File: src/rtl/uart_tx_cts.sv
`default_nettype none
// ============================================================================
// Module      : uart_tx_cts
// Description : FIFO-buffered UART transmitter with CTS flow control, 8N1 by
//               default; define UART_TX_PARITY_EN for 8E1 framing.
// Revision    : 1.0 - initial release
// ============================================================================
module uart_tx_cts #(
    parameter int CLK_FREQ_HZ = 100000000,
    parameter int BAUD        = 115200,
    parameter int FIFO_DEPTH  = 16
) (
    input  logic                        clk_100mhz,
    input  logic                        reset,
    input  logic [7:0]                  s_data,
    input  logic                        s_valid,
    output logic                        s_ready,
    output logic                        uart_txd,
    input  logic                        uart_ctsn,
    output logic                        busy,
    output logic [$clog2(FIFO_DEPTH):0] fifo_count
);

    localparam int                CLKS_PER_BIT = CLK_FREQ_HZ / BAUD;
    localparam int                BAUD_W       = (CLKS_PER_BIT > 1) ? $clog2(CLKS_PER_BIT) : 1;
    localparam int                AW           = $clog2(FIFO_DEPTH);
    localparam logic [BAUD_W-1:0] BAUD_LAST    = BAUD_W'(CLKS_PER_BIT - 1);
    localparam logic [AW:0]       FIFO_FULL    = (AW+1)'(FIFO_DEPTH);

`ifdef UART_TX_PARITY_EN
    typedef enum logic [2:0] {
        IDLE   = 3'd0,
        START  = 3'd1,
        DATA   = 3'd2,
        PARITY = 3'd3,
        STOP   = 3'd4
    } state_t;
`else
    typedef enum logic [2:0] {
        IDLE  = 3'd0,
        START = 3'd1,
        DATA  = 3'd2,
        STOP  = 3'd4
    } state_t;
`endif

    // FIFO storage and bookkeeping
    logic [7:0]        mem_q [FIFO_DEPTH];
    logic [AW-1:0]     wr_ptr_q, wr_ptr_d;
    logic [AW-1:0]     rd_ptr_q, rd_ptr_d;
    logic [AW:0]       count_q, count_d;
    logic              ready_en_q;
    logic              push;
    logic              pop;
    logic [7:0]        head_byte;

    // CTS synchronizer
    logic              cts_meta_q;
    logic              cts_sync_q;
    logic              cts_ok;

    // Transmit engine
    state_t            state_q, state_d;
    logic              txd_q, txd_d;
    logic [BAUD_W-1:0] baud_q, baud_d;
    logic [2:0]        bit_q, bit_d;
    logic [7:0]        shift_q, shift_d;
    logic              baud_end;
`ifdef UART_TX_PARITY_EN
    logic              parity_q, parity_d;
`endif

    assign cts_ok     = ~cts_sync_q;
    assign s_ready    = ready_en_q && (count_q < FIFO_FULL);
    assign push       = s_valid && s_ready;
    assign head_byte  = mem_q[rd_ptr_q];
    assign baud_end   = (baud_q == BAUD_LAST);
    assign uart_txd   = txd_q;
    assign fifo_count = count_q;
    assign busy       = (state_q != IDLE) || (count_q != '0);

    always_comb begin
        wr_ptr_d = wr_ptr_q;
        rd_ptr_d = rd_ptr_q;
        count_d  = count_q;
        if (push) begin
            wr_ptr_d = wr_ptr_q + AW'(1);
        end
        if (pop) begin
            rd_ptr_d = rd_ptr_q + AW'(1);
        end
        case ({push, pop})
            2'b10:   count_d = count_q + (AW+1)'(1);
            2'b01:   count_d = count_q - (AW+1)'(1);
            default: count_d = count_q;
        endcase
    end

    always_comb begin
        state_d  = state_q;
        txd_d    = txd_q;
        baud_d   = baud_q;
        bit_d    = bit_q;
        shift_d  = shift_q;
        pop      = 1'b0;
`ifdef UART_TX_PARITY_EN
        parity_d = parity_q;
`endif
        case (state_q)
            IDLE: begin
                txd_d = 1'b1;
                // The start bit goes out on the same edge the head byte is popped
                if ((count_q != '0) && cts_ok) begin
                    pop      = 1'b1;
                    shift_d  = head_byte;
`ifdef UART_TX_PARITY_EN
                    parity_d = ^head_byte;
`endif
                    txd_d    = 1'b0;
                    baud_d   = '0;
                    state_d  = START;
                end
            end
            START: begin
                if (baud_end) begin
                    baud_d  = '0;
                    bit_d   = '0;
                    txd_d   = shift_q[0];
                    state_d = DATA;
                end else begin
                    baud_d = baud_q + BAUD_W'(1);
                end
            end
            DATA: begin
                if (baud_end) begin
                    baud_d = '0;
                    if (bit_q == 3'd7) begin
`ifdef UART_TX_PARITY_EN
                        txd_d   = parity_q;
                        state_d = PARITY;
`else
                        txd_d   = 1'b1;
                        state_d = STOP;
`endif
                    end else begin
                        bit_d   = bit_q + 3'd1;
                        shift_d = {1'b0, shift_q[7:1]};
                        txd_d   = shift_q[1];
                    end
                end else begin
                    baud_d = baud_q + BAUD_W'(1);
                end
            end
`ifdef UART_TX_PARITY_EN
            PARITY: begin
                if (baud_end) begin
                    baud_d  = '0;
                    txd_d   = 1'b1;
                    state_d = STOP;
                end else begin
                    baud_d = baud_q + BAUD_W'(1);
                end
            end
`endif
            STOP: begin
                if (baud_end) begin
                    baud_d  = '0;
                    txd_d   = 1'b1;
                    state_d = IDLE;
                end else begin
                    baud_d = baud_q + BAUD_W'(1);
                end
            end
            default: begin
                txd_d   = 1'b1;
                baud_d  = '0;
                state_d = IDLE;
            end
        endcase
    end

    always_ff @(posedge clk_100mhz) begin
        if (reset) begin
            state_q    <= IDLE;
            txd_q      <= 1'b1;
            baud_q     <= '0;
            bit_q      <= '0;
            shift_q    <= '0;
            wr_ptr_q   <= '0;
            rd_ptr_q   <= '0;
            count_q    <= '0;
            ready_en_q <= 1'b0;
            cts_meta_q <= 1'b1;
            cts_sync_q <= 1'b1;
`ifdef UART_TX_PARITY_EN
            parity_q   <= 1'b0;
`endif
        end else begin
            state_q    <= state_d;
            txd_q      <= txd_d;
            baud_q     <= baud_d;
            bit_q      <= bit_d;
            shift_q    <= shift_d;
            wr_ptr_q   <= wr_ptr_d;
            rd_ptr_q   <= rd_ptr_d;
            count_q    <= count_d;
            ready_en_q <= 1'b1;
            cts_meta_q <= uart_ctsn;
            cts_sync_q <= cts_meta_q;
`ifdef UART_TX_PARITY_EN
            parity_q   <= parity_d;
`endif
        end
    end

    // Storage needs no reset; the pointers define what is valid
    always_ff @(posedge clk_100mhz) begin
        if (push && !reset) begin
            mem_q[wr_ptr_q] <= s_data;
        end
    end

endmodule
`default_nettype wire

File: config.mk
export PLATFORM = sky130hd
export DESIGN_NAME = uart_tx_cts
export DESIGN_NICKNAME = d
export VERILOG_FILES = /design/src/rtl/uart_tx_cts.sv
export SDC_FILE = /design/constraint.sdc
export NUM_CORES = 1
export LEC_CHECK = 0
export ABC_AREA = 1
export CAP_MARGIN = 25
export CORE_ASPECT_RATIO = 0.6
export CORE_MARGIN = 2
export CORE_UTILIZATION = 40
export CTS_BUF_LIST = sky130_fd_sc_hd__clkbuf_16
export CTS_CLUSTER_DIAMETER = 100
export DETAILED_ROUTE_END_ITERATION = 10
export PLACE_DENSITY_LB_ADDON = 0.08
export REMOVE_ABC_BUFFERS = 1
export SLEW_MARGIN = 20
export SYNTH_ARGS = -nofsm -noshare
export SYNTH_HDL_FRONTEND = slang
export SYNTH_SLANG_ARGS = --single-unit
File: constraint.sdc
create_clock -name clk_100mhz -period 2 [get_ports clk_100mhz]
set_input_delay 0.4 -clock clk_100mhz [delete_from_list [all_inputs] [get_ports clk_100mhz]]
set_output_delay 0.4 -clock clk_100mhz [all_outputs]
set_load 0.1 [all_outputs]
# Word level (Yosys, flattened, before mapping)
# Memories as Yosys holds them, arrays and structs flattened. A register that Yosys moved wholly into a read port is not among the register bits.
# Cells that the tools add are included.
dict set report op_classes {
  n_addsub 6
  n_lt_le_gt_ge 1
  n_eq_ne 13
  muxes 30
  n_bitwise 1
  n_reduce_logical 17
}
# cell n
set ops {}
lappend ops {{two-way mux 8 bit} 3}
lappend ops {{two-way mux 3 bit} 7}
lappend ops {{two-way mux 10 bit} 2}
lappend ops {{case mux 10 bit (2 select lines)} 1}
lappend ops {{case mux 8 bit (2 select lines)} 1}
lappend ops {{inequality test 2 bit (second input constant)} 6}
lappend ops {{case mux 3 bit (4 select lines)} 1}
lappend ops {{adder 10 x 1 -> 10 bit (second input constant)} 1}
lappend ops {{equality test 10 bit (second input constant)} 1}
lappend ops {{two-way mux 1 bit} 10}
lappend ops {{case mux 5 bit (2 select lines)} 1}
lappend ops {{adder 4 x 1 -> 4 bit (second input constant)} 2}
lappend ops {{two-way mux 4 bit} 2}
lappend ops {{AND reduction 4 bit} 2}
lappend ops {{equality test 3 bit (second input constant)} 2}
lappend ops {{case mux 3 bit (2 select lines)} 1}
lappend ops {{nonzero test 2 bit} 3}
lappend ops {{adder 5 x 1 -> 5 bit (second input constant)} 1}
lappend ops {{less-than comparator 5 bit (second input constant)} 1}
lappend ops {{AND reduction 5 bit} 1}
lappend ops {{nonzero test 5 bit} 1}
lappend ops {{subtractor 5 x 1 -> 5 bit (second input constant)} 1}
lappend ops {{logical AND 1 bit} 4}
lappend ops {{case mux 1 bit (4 select lines)} 1}
lappend ops {{other kinds (12)} 12}
dict set report totals {
  ff_bits 41
  ram_bits 128
  input_bits 12
  out_inout_bits 8
  n_memories 1
}
# memory words width read_ports rd_ports_with_merged_regs write_ports line
set mem_list {}
lappend mem_list {mem_q 16 8 1 1 1 48} ;# logic [7:0] mem_q [FIFO_DEPTH];

# Depth between registers and ports, before layout
# Gate-level depths: netlist (run 1).
dict set report depth {
  ltp_word 6
  mapped_depth 13
  ltp_nobuf 13
}

# Worst setup path after synthesis (run 1)
# OpenSTA, ideal clock, no wires.
dict set report synth_path {
  path_kind {register to register}
  start {register count_q[1] (netlist: fifo_count[1])}
  end {register count_q[4] (netlist: fifo_count[4])}
  t_arrival_ns 2.710
  slack_ns -0.842
  stages_incl_launch_ff 14
  path_buffers 0
  period_less_slack_ns 2.842
  path_cell_list {dfxtp_1 > nor2_1 > nand3_2 > nand3_4 > inv_1 > ha_1 > xor2_1 > ha_1 > a21o_1 > nand3_1 > nand2_1 > xor2_1 > nand2_1 > a21oi_1}
}
dict set report synth_between {
  elab_chain_len 6
}
# element line
set synth_lines {}
lappend synth_lines {{from (decl)} 51} ;# logic [AW:0] count_q, count_d;
lappend synth_lines {{from (signal assigned)} 206} ;# count_q <= count_d;
lappend synth_lines {{branches (longest 6 deep; another with less-than comparator 5 bit)} --}
# Parallel ways; which one is timed is not known.
# A chain may end at the register's enable or synchronous reset.

# Worst setup path after layout (run 1)
dict set report layout_path {
  start {register count_q[4] (netlist: fifo_count[4])}
  end {register count_q[2] (netlist: fifo_count[2])}
}
# Same word-level chain as after synthesis.

==> impl_metrics.tcl, run 1 <==
set metrics [dict create \
    outcome "complete, but fails checks" \
    violations "negative setup slack" \
    gr-total-overflow 0 \
    grt_max_degree 38 \
    portBuffers 19 \
    ir_drop_mv 0.576 \
    yosys_warnings 0 \
    grt_pass1_vias 5257 \
    crit_fanout 3 \
    io_pins 20 \
    drtIter0Drc 710 \
    slew_headroom 0.642 \
    setup_viol 2 \
    areaGrowthSynthToFinish_pct 20.1 \
    drive_above_1_share 0.160 \
    end_kind "register" \
    finish.utilization 0.485 \
    fin_skew_ns 0.0115 \
    stdcell_count 1125 \
    crit_required_ns 2.33 \
    hp-class "register to register" \
    clock.fmax_ghz 0.494 \
    clock_latency_ns 0.44 \
    cts_inserted_buffers 17 \
    path_class "register to register" \
    cp.arrival_ns 2.36 \
    worstHoldStart "cts_meta_q" \
    cap_violations 0 \
    routed_wirelength_mm 19.7 \
    reg2reg_depth 12 \
    clock-root-buffer "clkbuf_16" \
    post-dp-hpwl_mm 13.4 \
    pre_cts_ws_ns -0.620 \
    rows 39 \
    hold_viol_final 0 \
    tns_ns -0.0470 \
    wl_per_cell_um 17.5 \
    power.leakage_nw 3.75 \
    rsz0062_at_grt "true" \
    fin_area_um2 9140 \
    coreArea_um2 18800 \
    dpl_cell_area_um2 8440 \
    period_share 1.01 \
    clk_pin_slew_ns 0.07 \
    vias_per_cell 5.01 \
    slew_viol_final 0 \
    clock_sinks 173 \
    reg2reg_from "fifo_count[4]" \
    hold_depth 1 \
    place.gp.congestion 0.857 \
    start_util 0.404 \
    worst-slew-pin-transition_ns 0.536 \
    antenna_cells 0 \
    n_fill_cell 1750 \
    dp.cells 1090 \
    cts_buffer_depth 2 \
    dieArea_um2 20200 \
    hold_buffers 0 \
    synth_seq_cells 173 \
    synthCells 795 \
    dr.pass1.iters 5 \
    async_reset_ff_frac 0 \
    postRouteAntennaNets 0 \
    synth_edf_count 128 \
    layout.cells.most_common "nand2_1" \
    setup_ws_ns -0.0246 \
    power.density_nw_per_um2 942 \
    yosysSeqAreaShare 0.623 \
    fp.dieW_um 182 \
    rrSetupSlack_ns -0.02 \
    num_vias 5633 \
    synth_area_um2 7610 \
    timing.rr.end "fifo_count[2]" \
    cts_max_level 4 \
    grt_use_total 0.208 \
    fin_crit_ns 2.02 \
    min_to "cts_sync_q" \
    die_y_um 111 \
    synth_cell_type_count 38 \
    cp-start-kind "register" \
    grt_first_pass_wirelength_mm 31.0 \
    cts_tree "done" \
    synth.avg_cell_area_um2 9.57 \
    finalNetCount 890 \
    antenna_found_initial 0 \
    yosys_most_used_dff "edfxtp_1" \
    drc_errors 0 \
    final_cell_mix "226 x nand2_1, 128 x edfxtp_1, 96 x nand3_1, 88 x inv_1, 67 x buf_4" \
]
-- repair_timing --
item                                    CTS  global route
buffers inserted                          2             3
gates resized for setup                  13            13
pin swaps                                 7             8
endpoints found under the setup margin    2            46
-- sequential cells by signal, indices dropped and copies added, names as in the netlist, named ones only --
name        flops
mem_q         128
baud_q         10
shift_q         8
fifo_count      5
rd_ptr_q        4
wr_ptr_q        4
bit_q           3
state_q         3
cts_meta_q      1
cts_sync_q      1
ready_en_q      1
uart_txd        1
-- layer usage --
layer / track usage / vias to the layer above / wire [um]
li1: - / 2763 / -
met5: 0 / - / 0
met2: 0.260 / 163 / 7590
met1: 0.346 / 2690 / 10600
met3: 0.0545 / 17 / 1270
met4: 0.0505 / 0 / 218
-- worst max-delay path, cell delays in order, from the launching register on --
cell     delay [ns]
dfxtp_2        0.34
buf_6          0.11
nor3b_2        0.14
buf_4          0.13
inv_2          0.04
ha_4           0.18
xor2_4         0.16
ha_4           0.17
a21o_1         0.19
buf_4          0.14
xor2_1         0.15
o21ai_1        0.11
inv_1          0.04
-- cells in the mapped netlist, types with 5 or more instances --
master | n | area [um2]
a211oi_1 | 5 | 37.5
a21oi_1 | 25 | 125
buf_2 | 11 | 55.1
clkbuf_1 | 16 | 60.1
dfxtp_1 | 45 | 901
edfxtp_1 | 128 | 3840
ha_1 | 12 | 150
inv_1 | 88 | 330
nand2_1 | 228 | 856
nand3_1 | 97 | 485
nor2_1 | 69 | 259
nor3_1 | 8 | 40.0
o21ai_0 | 16 | 80.1
xor2_1 | 7 | 61.3
-- cell type report --
class                           count  area, um2  share of cell area
Sequential cell                   173       4750               0.520
Inverter                           92        348              0.0381
Clock buffer                       18        450              0.0493
Clock inverter                     14        118              0.0129
Timing Repair Buffer               83        704              0.0771
Tap cell                          246        308              0.0337
Multi-Input combinational cell    499       2460               0.269
-- where the power goes --
group	leakage, nW	switching, mW	internal, mW	total (mW)
clock network	0.292	1.52	1.72	3.24
registers	1.52	0.0548	3.93	3.98
logic	1.94	0.936	0.454	1.39
-- stage by stage --
step           hold WS, ns  power, mW
6_report             0.424       8.61
5_1_grt              0.447       8.98
4_1_cts              0.428       8.65
3_5_place_dp         0.407       5.37
3_3_place_gp         0.404       5.36
2_1_floorplan        0.389       4.85
-- kinds of logic after synthesis --
kind of cell,count (synthesis),share of synthesized area
buf+inv,123,0.0658
simple gates,423,0.239
flops,173,0.623
fa+ha+maj,12,0.0197
xor+xnor,7,0.00806
compound gates,57,0.0441
-- worst max path at each step --
stage / start / cells after the start / slack [ns] / end
3_3_place_gp: s_valid / 13 / -0.49 / fifo_count[4]
2_1_floorplan: fifo_count[1] / 13 / -0.83 / fifo_count[4]
6_report: fifo_count[4] / 12 / -0.02 / fifo_count[2]
5_1_grt: state_q[2] / 12 / -0.15 / fifo_count[4]
4_1_cts: fifo_count[4] / 13 / -0.08 / fifo_count[4]
3_5_place_dp: s_valid / 13 / -0.62 / fifo_count[4]
(Power assumes the default switching activity.)
==> run 2: changes to the inputs <==
Settings changed: ABC_CLOCK_PERIOD_IN_PS from default to 2000.
==> results of run 2 <==
Final layout, timing and power as in run 1 (identical DEF).
==> run 3: changes to the inputs <==
Settings changed: CORE_UTILIZATION 40 to 55.
==> run 3 against run 2 <==
Global-route usage increased by 5.0 points. Clock skew increased by 0.0017 ns. Count of clock-buffer cells in the layout decreased by 1. Clock power about the same. Hold slack got worse by 0.014 ns. The flow still finishes with violations (negative setup slack). Utilization increased by 18 points. Cell area decreased by 1.8%. First-iteration DRC count decreased by 22%. Die area decreased by 27%. Critical endpoint is now mem_q[12][1]. Cell count decreased by 7.2%. Via count decreased by 0.30%.
==> impl_metrics.tcl, run 3 (same netlist as run 1, synthesis figures left out) <==
set metrics [dict create \
    antenna_found_initial 0 \
    power.density_nw_per_um2 954 \
    grt_first_pass_wirelength_mm 28.3 \
    hold_buffers 0 \
    worst-slew-pin-transition_ns 0.712 \
    rows 33 \
    cts_max_level 4 \
    clock_latency_ns 0.42 \
    cts_inserted_buffers 17 \
    slew_headroom 0.524 \
    grt_max_degree 62 \
    portBuffers 19 \
    dieArea_um2 14800 \
    setup_ws_ns -0.0241 \
    total_power_mw 8.57 \
    post-dp-hpwl_mm 12.0 \
    dr.pass1.iters 5 \
    top_regs "mem_q (128), baud_q (10), shift_q (8)" \
    reg2reg_depth 8 \
    routed_wirelength_mm 17.9 \
    cts_tree "done" \
    clock_sinks 173 \
    fp.dieW_um 156 \
    wl_per_cell_um 17.2 \
    stdcell_count 1044 \
    cap_violations 0 \
    final_cell_mix "227 x nand2_1, 128 x edfxtp_1, 97 x nand3_1, 89 x inv_1, 67 x nor2_1" \
    largest_register_ffs 128 \
    drive_above_1_share 0.143 \
    num_vias 5616 \
    fin_skew_ns 0.0132 \
    hp-class "register to register" \
    layout.cells.most_common "nand2_1" \
    setup_viol 11 \
    end_kind "register" \
    antenna_cells 0 \
    areaGrowthSynthToFinish_pct 18.0 \
    rsz0062_at_grt "true" \
    crit_fanout 8 \
    drc_errors 0 \
    dp.cells 1008 \
    slew_viol_final 0 \
    hold_depth 1 \
    largest-register "mem_q" \
    cp.arrival_ns 2.15 \
    timing.rr.end "mem_q[12][1]" \
    min_to "cts_sync_q" \
    violations "negative setup slack" \
    crit_required_ns 2.12 \
    clk_pin_slew_ns 0.07 \
    postRouteAntennaNets 0 \
    power.leakage_nw 3.70 \
    grt_pass1_vias 5222 \
    ir_drop_mv 0.632 \
    outcome "complete, but fails checks" \
    cp-start-kind "register" \
    rrSetupSlack_ns -0.02 \
    gr-total-overflow 0 \
    reg2reg_from "fifo_count[4]" \
    clock.fmax_ghz 0.494 \
    io_pins 20 \
    whs_ns 0.410 \
    path_class "register to register" \
    die_y_um 95.1 \
    start_util 0.560 \
    worstHoldStart "cts_meta_q" \
    period_share 1.01 \
    finalNetCount 880 \
    clock-root-buffer "clkbuf_16" \
    vias_per_cell 5.38 \
    place.gp.congestion 0.877 \
    fin_crit_ns 2.02 \
    cts_buffer_depth 2 \
    hold_viol_final 0 \
    coreArea_um2 13600 \
    drtIter0Drc 552 \
    grt_use_total 0.259 \
]
==> run 3: per-stage QoR <==
stage	setup slack (ns)	instance area, um2	utilization	TNS, ns
after detailed placement	-0.542	8310	0.612	-50.13
after global routing	-0.113	8980	0.661	-2.72
after global placement	-0.474	8310	0.612	-42.45
after CTS	0.00600	8940	0.658	0
after floorplan	-0.828	7450	-	-46.72
final	-0.0241	8980	0.661	-0.193
==> run 3: worst max path at each step <==
stage,start,end,slack (ns),cells past startpoint
finish,fifo_count[4],mem_q[12][1],-0.02,8
global route,state_q[2],fifo_count[4],-0.11,12
CTS,fifo_count[0],fifo_count[4],0.006,13
detailed placement,s_valid,fifo_count[4],-0.54,12
global placement,s_valid,fifo_count[4],-0.47,12
floorplan,fifo_count[1],fifo_count[4],-0.83,13
==> run 3: cell type report <==
type                       instances  area (um2)
fill                            1054        4600
sequential                       173        4750
multi-input combinational        499        2430
inverter                          92         348
tap                              175         219
clock buffer                      17         425
timing repair buffer              73         663
clock inverter                    15         149
==> run 3: report_power, final <==
part | internal, mW | switching, mW
Sequential | 3.93 | 0.0557
Combinational | 0.459 | 0.920
Clock | 1.84 | 1.37
==> run 3: metal layers <==
| layer | vias to the layer above | global-route usage | part of all wire |
|---|---|---|---|
| li1 | 2739 | - | - |
| met1 | 2600 | 0.392 | 0.47 |
| met2 | 248 | 0.358 | 0.41 |
| met3 | 29 | 0.0727 | 0.096 |
| met4 | 0 | 0.0856 | 0.017 |
| met5 | - | 0 | 0 |
==> run 3: what timing repair did <==
| item | in CTS | in global routing |
|---|---|---|
| endpoints found under the hold margin | 0 | 0 |
| setup buffers | 2 | 4 |
| pin swaps | 3 | 8 |
| resized for setup | 8 | 9 |
| endpoints found under the setup margin | 91 | 84 |
==> run 3: critical path, cell delays in order, from the launching register on <==
cell and delay, ns:
dfxtp_2 0.34, buf_4 0.14, nor3b_4 0.19, inv_2 0.07, buf_4 0.16, nor2_1 0.22, nand2_1 0.25, nor2_1 0.16
buf_4 0.19
